File: src/rtl/guitar_effect_pkg.sv
// guitar_effect shared constants: register map, status bits, sample type.
// Imported by the register-file top and the testbench.
package guitar_effect_pkg;

  localparam int SAMPLE_W = 16;

  typedef logic signed [SAMPLE_W-1:0] sample_t;

  localparam logic [4:0] ADD_DISTORTION_GAIN  = 5'd1;
  localparam logic [4:0] ADD_DISTORTION_BOOST = 5'd2;
  localparam logic [4:0] ADD_STATUS           = 5'd3;
  localparam logic [4:0] ADD_OUTPUT           = 5'd5;
  localparam logic [4:0] ADD_INPUT            = 5'd6;

  localparam int ST_ENABLE  = 0;
  localparam int ST_VALID   = 1;
  localparam int ST_CLIPPED = 2;

endpackage

File: src/rtl/distortion_core.sv
// Three-stage gain / hard-clip / boost pipeline with bypass.
// Enable is latched at capture and travels with the sample.
module distortion_core #(
  parameter int DATA_W     = 16,
  parameter int GAIN_W     = 8,
  parameter int CLIP_LEVEL = 8192
) (
  input  logic                     clk,
  input  logic                     reset,
  input  logic                     in_v,
  input  logic signed [DATA_W-1:0] x,
  input  logic [GAIN_W-1:0]        gain,
  input  logic [GAIN_W-1:0]        boost,
  input  logic                     enable,
  output logic                     out_v,
  output logic signed [DATA_W-1:0] y,
  output logic                     clip
);

  localparam int PW = DATA_W + GAIN_W + 1;

  localparam logic signed [PW-1:0] HI = PW'(CLIP_LEVEL);
  localparam logic signed [PW-1:0] LO = -HI;
  localparam logic signed [PW-1:0] MAXV = PW'((2 ** (DATA_W - 1)) - 1);
  localparam logic signed [PW-1:0] MINV = -PW'(2 ** (DATA_W - 1));

  logic                     v1, v2;
  logic                     en1, en2;
  logic                     clip2, clip_nxt;
  logic signed [PW-1:0]     p1, p_nxt, q;
  logic signed [DATA_W-1:0] c2, c_nxt, y_nxt;

  always_comb begin
    if (enable) p_nxt = PW'(x) * PW'($signed({1'b0, gain}));
    else        p_nxt = PW'(x);
  end

  // Bypassed samples are already in range, so the low bits are exact.
  always_comb begin
    c_nxt    = p1[DATA_W-1:0];
    clip_nxt = 1'b0;
    if (en1) begin
      if (p1 > HI) begin
        c_nxt    = HI[DATA_W-1:0];
        clip_nxt = 1'b1;
      end else if (p1 < LO) begin
        c_nxt    = LO[DATA_W-1:0];
        clip_nxt = 1'b1;
      end
    end
  end

  assign q = PW'(c2) * PW'($signed({1'b0, boost}));

  always_comb begin
    y_nxt = c2;
    if (en2) begin
      if (q > MAXV)      y_nxt = MAXV[DATA_W-1:0];
      else if (q < MINV) y_nxt = MINV[DATA_W-1:0];
      else               y_nxt = q[DATA_W-1:0];
    end
  end

  always_ff @(posedge clk or posedge reset) begin
    if (reset) begin
      v1    <= 1'b0;
      v2    <= 1'b0;
      out_v <= 1'b0;
      en1   <= 1'b0;
      en2   <= 1'b0;
      p1    <= '0;
      c2    <= '0;
      clip2 <= 1'b0;
      y     <= '0;
      clip  <= 1'b0;
    end else begin
      v1    <= in_v;
      en1   <= enable;
      p1    <= p_nxt;
      v2    <= v1;
      en2   <= en1;
      c2    <= c_nxt;
      clip2 <= clip_nxt;
      out_v <= v2;
      y     <= y_nxt;
      clip  <= clip2;
    end
  end

endmodule

File: src/rtl/guitar_effect.sv
// Avalon-MM distortion effect: register file, sample tick detect,
// registered read mux around the distortion_core pipeline.
module guitar_effect
  import guitar_effect_pkg::*;
#(
  parameter int DATA_W     = SAMPLE_W,
  parameter int CLIP_LEVEL = 8192,
  parameter int GAIN_W     = 8
) (
  input  logic        clk,
  input  logic        reset,
  input  logic        clk_500,
  input  logic [4:0]  avl_address,
  input  logic        avl_write,
  input  logic [31:0] avl_writedata,
  input  logic        avl_read,
  output logic [31:0] avl_readdata
);

  logic                     clk_500_q, tick;
  logic [GAIN_W-1:0]        gain, boost;
  logic                     enable, valid, clipped;
  logic signed [DATA_W-1:0] inreg, outreg;
  logic                     core_v, core_clip;
  logic signed [DATA_W-1:0] core_y;
  logic [31:0]              rnext;
  logic                     unused_wd;

  assign unused_wd = ^avl_writedata[31:DATA_W];

  assign tick = clk_500 & ~clk_500_q;

  distortion_core #(
    .DATA_W     (DATA_W),
    .GAIN_W     (GAIN_W),
    .CLIP_LEVEL (CLIP_LEVEL)
  ) u_core (
    .clk    (clk),
    .reset  (reset),
    .in_v   (tick),
    .x      (inreg),
    .gain   (gain),
    .boost  (boost),
    .enable (enable),
    .out_v  (core_v),
    .y      (core_y),
    .clip   (core_clip)
  );

  always_comb begin
    rnext = '0;
    case (avl_address)
      ADD_DISTORTION_GAIN:  rnext = 32'(gain);
      ADD_DISTORTION_BOOST: rnext = 32'(boost);
      ADD_STATUS: begin
        rnext[ST_ENABLE]  = enable;
        rnext[ST_VALID]   = valid;
        rnext[ST_CLIPPED] = clipped;
      end
      ADD_OUTPUT:           rnext = 32'(outreg);
      ADD_INPUT:            rnext = 32'(inreg);
      default:              rnext = '0;
    endcase
  end

  // Pipeline results are applied last so set beats same-cycle clear.
  always_ff @(posedge clk or posedge reset) begin
    if (reset) begin
      clk_500_q    <= 1'b0;
      avl_readdata <= '0;
      gain         <= GAIN_W'(1);
      boost        <= GAIN_W'(1);
      enable       <= 1'b1;
      valid        <= 1'b0;
      clipped      <= 1'b0;
      inreg        <= '0;
      outreg       <= '0;
    end else begin
      clk_500_q    <= clk_500;
      avl_readdata <= rnext;
      if (avl_write) begin
        case (avl_address)
          ADD_DISTORTION_GAIN:  gain  <= avl_writedata[GAIN_W-1:0];
          ADD_DISTORTION_BOOST: boost <= avl_writedata[GAIN_W-1:0];
          ADD_STATUS: begin
            enable <= avl_writedata[ST_ENABLE];
            if (avl_writedata[ST_CLIPPED]) clipped <= 1'b0;
          end
          ADD_INPUT:            inreg <= avl_writedata[DATA_W-1:0];
          default: ;
        endcase
      end
      if (avl_read && avl_address == ADD_OUTPUT) valid <= 1'b0;
      if (core_v) begin
        outreg <= core_y;
        valid  <= 1'b1;
        if (core_clip) clipped <= 1'b1;
      end
    end
  end

endmodule

File: config.mk
export PLATFORM = sky130hd
export DESIGN_NAME = guitar_effect
export DESIGN_NICKNAME = d
export VERILOG_FILES = /design/src/rtl/guitar_effect_pkg.sv /design/src/rtl/distortion_core.sv /design/src/rtl/guitar_effect.sv
export SDC_FILE = /design/constraint.sdc
export NUM_CORES = 1
export LEC_CHECK = 0
export ABC_AREA = 0
export CAP_MARGIN = 5
export CORE_MARGIN = 1
export CORE_UTILIZATION = 50
export CTS_CLUSTER_DIAMETER = 80
export DETAILED_ROUTE_END_ITERATION = 10
export GPL_TIMING_DRIVEN = 1
export PLACE_DENSITY = 0.73
export SYNTH_ARGS = -nofsm -noshare
export SYNTH_HDL_FRONTEND = slang
export SYNTH_SLANG_ARGS = --single-unit
File: constraint.sdc
create_clock -name clk -period 9.8 [get_ports clk]
set_input_delay 1.96 -clock clk [delete_from_list [all_inputs] [get_ports clk]]
set_output_delay 1.96 -clock clk [all_outputs]
set_load 0.01 [all_outputs]
==> results.cfg, run 1 <==
[route]
routed_wl_um = 31940
wl_met3_um = 1264
routed.top_layer = met4
first_iter_violations = 590
detail-route-antenna-nets = 0
dr.pass1.iters = 5
met1_length_um = 14050
drc = 0
viasPerCell = 5.398
wl_per_cell_um = 16.86
num_vias = 10230
met2WireLength_um = 15640

[synthesis]
yosysTopAreaCellShare_pct = 28.13
synth_area_mm2 = 0.01452
ys_types = 67
netlist_top_cells_count = inv_1, fa_1, and2_1, nand2_1, dfrtp_1
yosys_warnings = 0
yosysMostFrequentCell = inv_1
postSynthNetCount = 1846
avgSynthCellArea_um2 = 9.680
synth_area_leaders = fa_1, dfrtp_1, ha_1
synth-edff-count = 0
async_flop_share_pct = 100.0
yosysSeqAreaShare_pct = 22.77
ys.flop_type = dfrtp_1
synth_seq_cells = 132
yosysTopAreaCell = fa_1
synth_cells = 1500

[worst_setup_path]
path_buf_inv = 3
worst_setup_path_start_kind = flip-flop
critPathTopFamily = adder cells
cp_max_fo = 18
worst_ep_required_time_ns = 10.10
end_kind = flip-flop
crit_chain = nand2_1 > fa_1 > inv_1 > fa_1 > ha_1 > inv_1 > fa_1 > inv_1 > fa_1 > a211oi_1 > o21a_2 > a2111o_1 > nand3_2 > a2111oi_1 > nor3_2 > xnor2_2 > a31oi_1 > o31ai_1
worstPathArrival_ns = 6.69
cp_slowest_cell = dfrtp_1
crit_top_cell = fa_1
path_class = flip-flop to flip-flop
worst_path_largest_cell_delay_ns = 0.75

[grt]
antenna_found_initial = 0
overflow = 0
grt_pass1_vias = 10364
grt_max_degree = 89
grt_pass1_wl_um = 52380
track_usage_pct = 22.95

[sta]
rsz0062_at_grt = no
setup-tns-final_ns = 0
fin_skew_ns = 0.01293
hold_viol_final = 0
fin_crit_sh_pct = 65.25
tightest_slew_ns = 1.094
max_slew_margin_pct = 27.07
worst_slack_ns = 3.405
slew_violations = 0
fmax_mhz = 156.4
period_minus_slack_ns = 6.395
setup_viol = 0

[floorplan]
die-area_mm2 = 0.02973
die_h_um = 172.4
coreArea_mm2 = 0.02863
rows = 62
io_pins = 74
start_util_pct = 50.73
chipWidth_um = 172.4

[place]
gp_congestion = 0.8378
pre_cts_ws_ns = 3.485
post-place-cells = 1863
io_buffer_count = 57
dp_hpwl_um = 25030

[clock_tree]
cts_hold_buffers = 0
cts_root_buf = clkbuf_16
post_cts_resized = 0
cts_tree = done
cts.sinks = 132
insertion_delay_ns = 0.43
htreeDepth = 4
clk_pin_slew_ns = 0.07
numCtsBuffers = 17
cts_buffer_depth = 2
post_cts_buffers = 0

[power]
power_density_mw_per_mm2 = 303.0
ir_drop_uv = 221.9
p_leak_nw = 8.100

[min_path]
hold_class = flip-flop to flip-flop

[cells_and_area]
nFillCells = 2461
nets = 1844
area_delta_synth_final_pct = 9.048
diodes = 0
final_cells = 1895
drive_gt1_share_pct = 7.148

[flow_run]
maxCapViolCount = 0

[run_status]
status = complete, no violations
## cell usage in the layout (no fill, tap or decap), types with 4 or more instances in the layout
cell type / synthesis / layout
or3_1: 9 / 9
inv_6: 0 / 4
inv_1: 294 / 293
a221o_1: 6 / 6
xor2_1: 8 / 8
clkbuf_16: 0 / 17
nor2_1: 45 / 45
clkdlybuf4s50_1: 0 / 57
ha_1: 100 / 100
nand2_1: 138 / 138
nand4_1: 8 / 8
nor2b_1: 7 / 7
fa_1: 204 / 204
nand3_1: 12 / 12
mux2_2: 58 / 58
dfrtp_1: 129 / 129
mux2i_1: 18 / 18
a21o_1: 16 / 16
o21ai_0: 15 / 15
xnor2_1: 28 / 28
o31ai_1: 10 / 10
nor3_1: 15 / 15
o21a_1: 8 / 8
and2_1: 160 / 160
o21ai_1: 15 / 15
inv_8: 0 / 6
a22o_1: 9 / 9
nor4_1: 5 / 5
a21oi_1: 43 / 43
nand3b_1: 4 / 4
a211oi_1: 6 / 6
## flip-flops by register name (all words and copies together) (netlist names), 8 cells and up
signal	cells
u_core.p1	25
avl_readdata	16
inreg	16
outreg	16
u_core.c2	16
u_core.y	16
boost	8
gain	8
## final cells by class
| cell class | count | area, um2 | area share [%] |
|---|---|---|---|
| multi-input combinational | 994 | 9746 | 61.55 |
| sequential | 132 | 3307 | 20.89 |
| inverter | 294 | 1109 | 7.001 |
| timing repair buffer | 59 | 585.6 | 3.698 |
| tap | 384 | 480.5 | 3.034 |
| clock buffer | 17 | 425.4 | 2.687 |
| clock inverter | 15 | 181.4 | 1.146 |
## routing by layer
layer | up-vias | GRT usage, %
met5 | - | 0
met4 | 0 | 8.349
met3 | 65 | 3.044
met2 | 235 | 38.15
met1 | 5267 | 30.69
li1 | 4663 | -
## cell families after synthesis
family	synth area share, %
compound gates	7.635
xor+xnor	2.284
fa+ha+maj	36.74
buf+inv	10.11
flops	22.77
mux	5.739
simple gates	14.72
## where the power goes
| group | total (mW) | leakage, nW | switching (mW) | internal (mW) |
|---|---|---|---|---|
| registers | 1.02 | 1.69 | 0.298 | 0.719 |
| logic | 3.14 | 6.12 | 1.83 | 1.30 |
| clock network | 0.645 | 0.296 | 0.279 | 0.366 |
| total | 4.80 | 8.10 | 2.41 | 2.39 |
## final timing paths
check	end	cells past startpoint	slack, ns	start
worst max-delay path	u_core.y[8]$_DFF_PP0_	18	3.41	boost[2]$_DFFE_PP0P_
worst min-delay path	u_core.v2$_DFF_PP0_	0	0.35	u_core.v1$_DFF_PP0_
worst max register to register	u_core.y[8]$_DFF_PP0_	18	3.41	boost[2]$_DFFE_PP0P_
worst min register to register	u_core.v2$_DFF_PP0_	0	0.35	u_core.v1$_DFF_PP0_
max in group asynchronous	u_core.p1[9]$_DFF_PP0_	3	6.39	reset
min in group asynchronous	avl_readdata[3]$_DFF_PP0_	2	1.97	reset
## metrics by stage
step / utilization [%] / cell area [um2] / power [mW] / hold WS, ns
floorplan: - / 14520 / 3.377 / 0.3312
finish: 55.32 / 15830 / 4.798 / 0.3520
detailed placement: 53.20 / 15230 / 4.137 / 0.3387
global placement: 53.20 / 15230 / 4.045 / 0.3351
CTS: 55.32 / 15830 / 4.813 / 0.3545
global route: 55.32 / 15830 / 5.297 / 0.3708
No activity file was read; power rests on OpenSTA's default activity.
==> run 2, diff against run 1 <==
--- a/config.mk
+++ b/config.mk
@@ -12,7 +12,7 @@
 export CTS_CLUSTER_DIAMETER = 80
 export DETAILED_ROUTE_END_ITERATION = 10
 export GPL_TIMING_DRIVEN = 1
-export PLACE_DENSITY = 0.73
+export PLACE_DENSITY = 0.76
 export SYNTH_ARGS = -nofsm -noshare
 export SYNTH_HDL_FRONTEND = slang
 export SYNTH_SLANG_ARGS = --single-unit
==> constraint.sdc (replaced) <==
create_clock -name clk -period 5.2 [get_ports clk]
set_input_delay 1.04 -clock clk [delete_from_list [all_inputs] [get_ports clk]]
set_output_delay 1.04 -clock clk [all_outputs]
set_load 0.01 [all_outputs]
==> results.cfg, run 2 (synthesis gave the netlist of run 1 again) <==
[grt]
overflow = 0
grt_pass1_wl_um = 54790
track_usage_pct = 24.12
antenna_found_initial = 0
grt_max_degree = 74
grt_pass1_vias = 11005

[worst_setup_path]
path_class = flip-flop to flip-flop
cp_max_fo = 7
worstPathArrival_ns = 5.91
end_kind = flip-flop
worst_ep_required_time_ns = 5.48
worst_setup_path_start_kind = flip-flop

[place]
post-place-cells = 1996
dp_hpwl_um = 27140
pre_cts_ws_ns = -0.5342
io_buffer_count = 57
placed_area_mm2 = 0.01642
gp_congestion = 0.8710

[route]
wl_per_cell_um = 17.31
drc = 0
first_iter_violations = 554
num_vias = 10998
detail-route-antenna-nets = 0
viasPerCell = 5.383
dr.pass1.iters = 7
routed_wl_um = 35370

[sta]
setup_viol = 16
slew_violations = 0
hold_viol_final = 0
fin_crit_sh_pct = 108.2
setup-tns-final_ns = -5.878
tightest_slew_ns = 0.9756
max_slew_margin_pct = 34.96
period_minus_slack_ns = 5.626
fmax_mhz = 177.8
worst_slack_ns = -0.4257
fin_skew_ns = 0.01194
fin_hold_ws_ns = 0.3541
rsz0062_at_grt = yes

[run_status]
violations = setup timing
status = complete, but fails checks

[floorplan]
die-area_mm2 = 0.02973
coreArea_mm2 = 0.02863
start_util_pct = 50.73
rows = 62
die_h_um = 172.4
io_pins = 74
chipWidth_um = 172.4

[cells_and_area]
nets = 1992
area_delta_synth_final_pct = 20.14
most-common-layout-cells = inv_1, fa_1, and2_1
largest_reg_flops = 25
final_common_cell = inv_1
finalInstanceArea_mm2 = 0.01744
final_cells = 2043
diodes = 0
regMostFlops = u_core.p1
finish.utilization_pct = 60.94
drive_gt1_share_pct = 20.07

[clock_tree]
cts_tree = done
clk_pin_slew_ns = 0.07
cts_hold_buffers = 0
htreeDepth = 4
insertion_delay_ns = 0.43
cts_root_buf = clkbuf_16
cts_buffer_depth = 2
cts.sinks = 132
numCtsBuffers = 17

[power]
p_total_mw = 11.21
p_leak_nw = 8.874
ir_drop_uv = 492.1
power_density_mw_per_mm2 = 642.6

[flow_run]
maxCapViolCount = 0

[min_path]
hold_class = flip-flop to flip-flop
[run 2: cell types whose count changed in the layout (fill, tap and decap cells not counted), sizes merged]
cell and change:
buf +147, clkinvlp +1, clkinv -2, bufinv -1
nand3 +1, inv +2
[run 2: report_power, final]
group          internal (mW)  switching, mW
Combinational           3.92           4.31
Clock                  0.642          0.538
Sequential              1.36          0.447
[run 2: layout make-up]
class / instances / area, um2
clock buffer: 17 / 425.4
clock inverter: 15 / 153.9
fill: 2231 / 11180
inverter: 294 / 1106
multi-input combinational: 995 / 10130
sequential: 132 / 3321
tap: 384 / 480.5
timing repair buffer: 206 / 1826
[run 2: final timing paths]
kind,start,to,slack [ns],depth (start not counted)
min in group asynchronous,reset,u_core.y[9]$_DFF_PP0_,1.18,2
max in group asynchronous,reset,u_core.c2[7]$_DFF_PP0_,2.93,3
min reg2reg,u_core.v1$_DFF_PP0_,u_core.v2$_DFF_PP0_,0.35,0
max reg2reg,boost[5]$_DFFE_PP0P_,u_core.y[10]$_DFF_PP0_,-0.43,19
max,boost[5]$_DFFE_PP0P_,u_core.y[10]$_DFF_PP0_,-0.43,19
min,u_core.v1$_DFF_PP0_,u_core.v2$_DFF_PP0_,0.35,0
[run 2: metal layers]
metal / track usage, % / up-vias / wire, um
li1: - / 4973 / -
met1: 30.81 / 5589 / 14480
met2: 39.62 / 331 / 17370
met3: 4.372 / 105 / 1985
met4: 11.47 / 0 / 1537
met5: 0 / - / 0
[run 2: repair_timing]
action | in CTS | in global routing
setup buffers | 8 | 6
pin swaps | 13 | 26
gates resized for setup | 21 | 51
cloned | 1 | 0
setup endpoints to repair | 19 | 21
[run 2: critical path: stages, from the launching register on]
cell	delay (ns)
dfrtp_2	0.43
buf_12	0.14
and2_1	0.16
fa_1	0.56
fa_1	0.44
fa_1	0.57
inv_2	0.04
fa_1	0.51
inv_2	0.05
ha_4	0.26
o211ai_1	0.08
o21a_2	0.23
a2111o_1	0.50
a21oi_2	0.21
o21ai_2	0.07
a221o_1	0.30
or4_4	0.50
buf_12	0.17
a21oi_4	0.14
o31ai_1	0.08
==> run 3, diff against run 2 <==
--- a/config.mk
+++ b/config.mk
@@ -12,7 +12,9 @@
 export CTS_CLUSTER_DIAMETER = 80
 export DETAILED_ROUTE_END_ITERATION = 10
 export GPL_TIMING_DRIVEN = 1
+export MAX_ROUTING_LAYER = met4
 export PLACE_DENSITY = 0.76
+export RECOVER_POWER = 25
 export SYNTH_ARGS = -nofsm -noshare
 export SYNTH_HDL_FRONTEND = slang
 export SYNTH_SLANG_ARGS = --single-unit
==> results.cfg, run 3 (synthesis gave the netlist of run 1 again) <==
[clock_tree]
cts_root_buf = clkbuf_16
cts_tree = done
numCtsBuffers = 17
htreeDepth = 4
cts.sinks = 132
cts_buffer_depth = 2
insertion_delay_ns = 0.42
clk_pin_slew_ns = 0.07

[route]
drc = 0
met2WireLength_um = 17980
met1_length_um = 14980
wl_met3_um = 1556
first_iter_violations = 710
num_vias = 10960
viasPerCell = 5.357
routed_wl_um = 35730
dr.pass1.iters = 7
wl_per_cell_um = 17.46
detail-route-antenna-nets = 0
routed.top_layer = met4

[grt]
grt_max_degree = 54
grt_pass1_wl_um = 56740
overflow = 0
track_usage_pct = 25.52
antenna_found_initial = 0
grt_pass1_vias = 11183

[cells_and_area]
drive_gt1_share_pct = 20.83
nets = 1994
largest_reg_flops = 25
final_cells = 2046
regMostFlops = u_core.p1
most-common-layout-cells = inv_1, fa_1, and2_1
nFillCells = 2185
area_delta_synth_final_pct = 20.61
final_common_cell = inv_1

[sta]
max_slew_margin_pct = 45.29
tightest_slew_ns = 0.8176
worst_slack_ns = -0.3336
hold_viol_final = 0
rsz0062_at_grt = yes
period_minus_slack_ns = 5.534
fin_crit_sh_pct = 106.4
fin_skew_ns = 0.009786
fin_hold_ws_ns = 0.3504
setup_viol = 16
setup-tns-final_ns = -4.852
slew_violations = 0
fmax_mhz = 180.7

[run_status]
status = complete, but fails checks
violations = setup timing

[power]
seqPwrFrac_pct = 16.3
power_density_mw_per_mm2 = 639.7
p_leak_nw = 8.891
p_clk_share_pct = 10.5
swShare_pct = 47.21
p_int_mw = 5.914
power_frac_comb_pct = 73.3
ir_drop_uv = 424.4
switchingPower_mw = 5.289

[floorplan]
coreArea_mm2 = 0.02863
die_h_um = 172.4
io_pins = 74
start_util_pct = 50.73
die-area_mm2 = 0.02973
rows = 62
chipWidth_um = 172.4

[worst_setup_path]
crit_top_cell = fa_1
path_class = flip-flop to flip-flop
end_kind = flip-flop
cp_slowest_cell = dfstp_2
worst_ep_required_time_ns = 5.50
cp_max_fo = 7
path_buf_inv = 5
critPathTopFamily = adder cells
worst_path_largest_cell_delay_ns = 0.57
crit_chain = buf_12 > nand2_4 > fa_1 > inv_1 > fa_1 > fa_1 > inv_2 > fa_1 > inv_2 > ha_4 > o211ai_1 > o21a_2 > a2111o_1 > nand3b_1 > xor2_1 > or4_1 > or4_4 > buf_12 > nand3_4 > o21ai_2
worst_setup_path_start_kind = flip-flop
worstPathArrival_ns = 5.84

[place]
io_buffer_count = 57
gp_congestion = 0.8864
post-place-cells = 1997
dp_hpwl_um = 27500

[flow_run]
maxCapViolCount = 0

[min_path]
hold_class = flip-flop to flip-flop
-- run 3: path summary, 6_finish.rpt --
kind	end	slack, ns	cells after the start	start
setup / recovery	u_core.y[11]$_DFF_PP0_	-0.33	20	boost[0]$_DFFE_PP1P_
hold / removal	u_core.clip$_DFF_PP0_	0.35	0	u_core.clip2$_DFF_PP0_
setup reg to reg	u_core.y[11]$_DFF_PP0_	-0.33	20	boost[0]$_DFFE_PP1P_
hold reg to reg	u_core.clip$_DFF_PP0_	0.35	0	u_core.clip2$_DFF_PP0_
max in group asynchronous	boost[1]$_DFFE_PP0P_	2.95	3	reset
min in group asynchronous	u_core.y[12]$_DFF_PP0_	1.08	2	reset
-- run 3: layer usage --
layer	GRT usage, %	up-vias
met5	-	-
met4	8.965	0
met3	3.891	78
met2	42.29	258
met1	31.80	5652
li1	-	4972
-- run 3: power by group through the flow --
| stage | logic [mW] | clock network [mW] | registers, mW |
|---|---|---|---|
| final | 8.21 | 1.17 | 1.82 |
| after detailed placement | 7.48 | 0 | 1.81 |
| after floorplan | 5.13 | 0 | 1.50 |
| after CTS | 7.84 | 1.18 | 1.80 |
| after global placement | 7.24 | 0 | 1.80 |
| after global routing | 9.13 | 1.23 | 1.85 |
-- run 3: worst register-to-register path: cells and delay by family (launching register included) --
kind	cells	cell delay [ns]
XOR/XNOR	1	0.09
buffers and inverters	5	0.46
adder cells (fa/ha/maj)	5	2.25
flip-flops	1	0.57
AO/OA/AOI/OAI	4	0.86
AND/OR/NAND/NOR	5	1.20
-- run 3: cell type report --
| cell class | instances | area, um2 | share of cell area, % |
|---|---|---|---|
| flip-flops and latches | 132 | 3318 | 18.95 |
| clock buffers | 17 | 425.4 | 2.429 |
| repair buffers | 208 | 1826 | 10.42 |
| diodes | 1 | 2.502 | 0.01429 |
| inverters | 294 | 1106 | 6.316 |
| clock inverters | 15 | 156.4 | 0.8931 |
| well taps | 384 | 480.5 | 2.743 |
| multi-input cells | 995 | 10200 | 58.23 |
-- run 3: repair_timing --
item	CTS	global route
hold buffers	0	0
buffers inserted	9	7
setup endpoints to repair	18	21
gates cloned	1	0
resized for setup	33	55
pin swaps	16	17
-- run 3: through the flow --
step	worst slack, ns	area [um2]	total power [mW]	util, %
2_1_floorplan	-0.1342	14690	6.626	-
3_3_place_gp	-0.5080	16410	9.040	57.34
3_5_place_dp	-0.5594	16410	9.293	57.34
4_1_cts	-0.3194	17220	10.82	60.14
5_1_grt	-0.5278	17510	12.21	61.17
6_report	-0.3336	17510	11.20	61.18
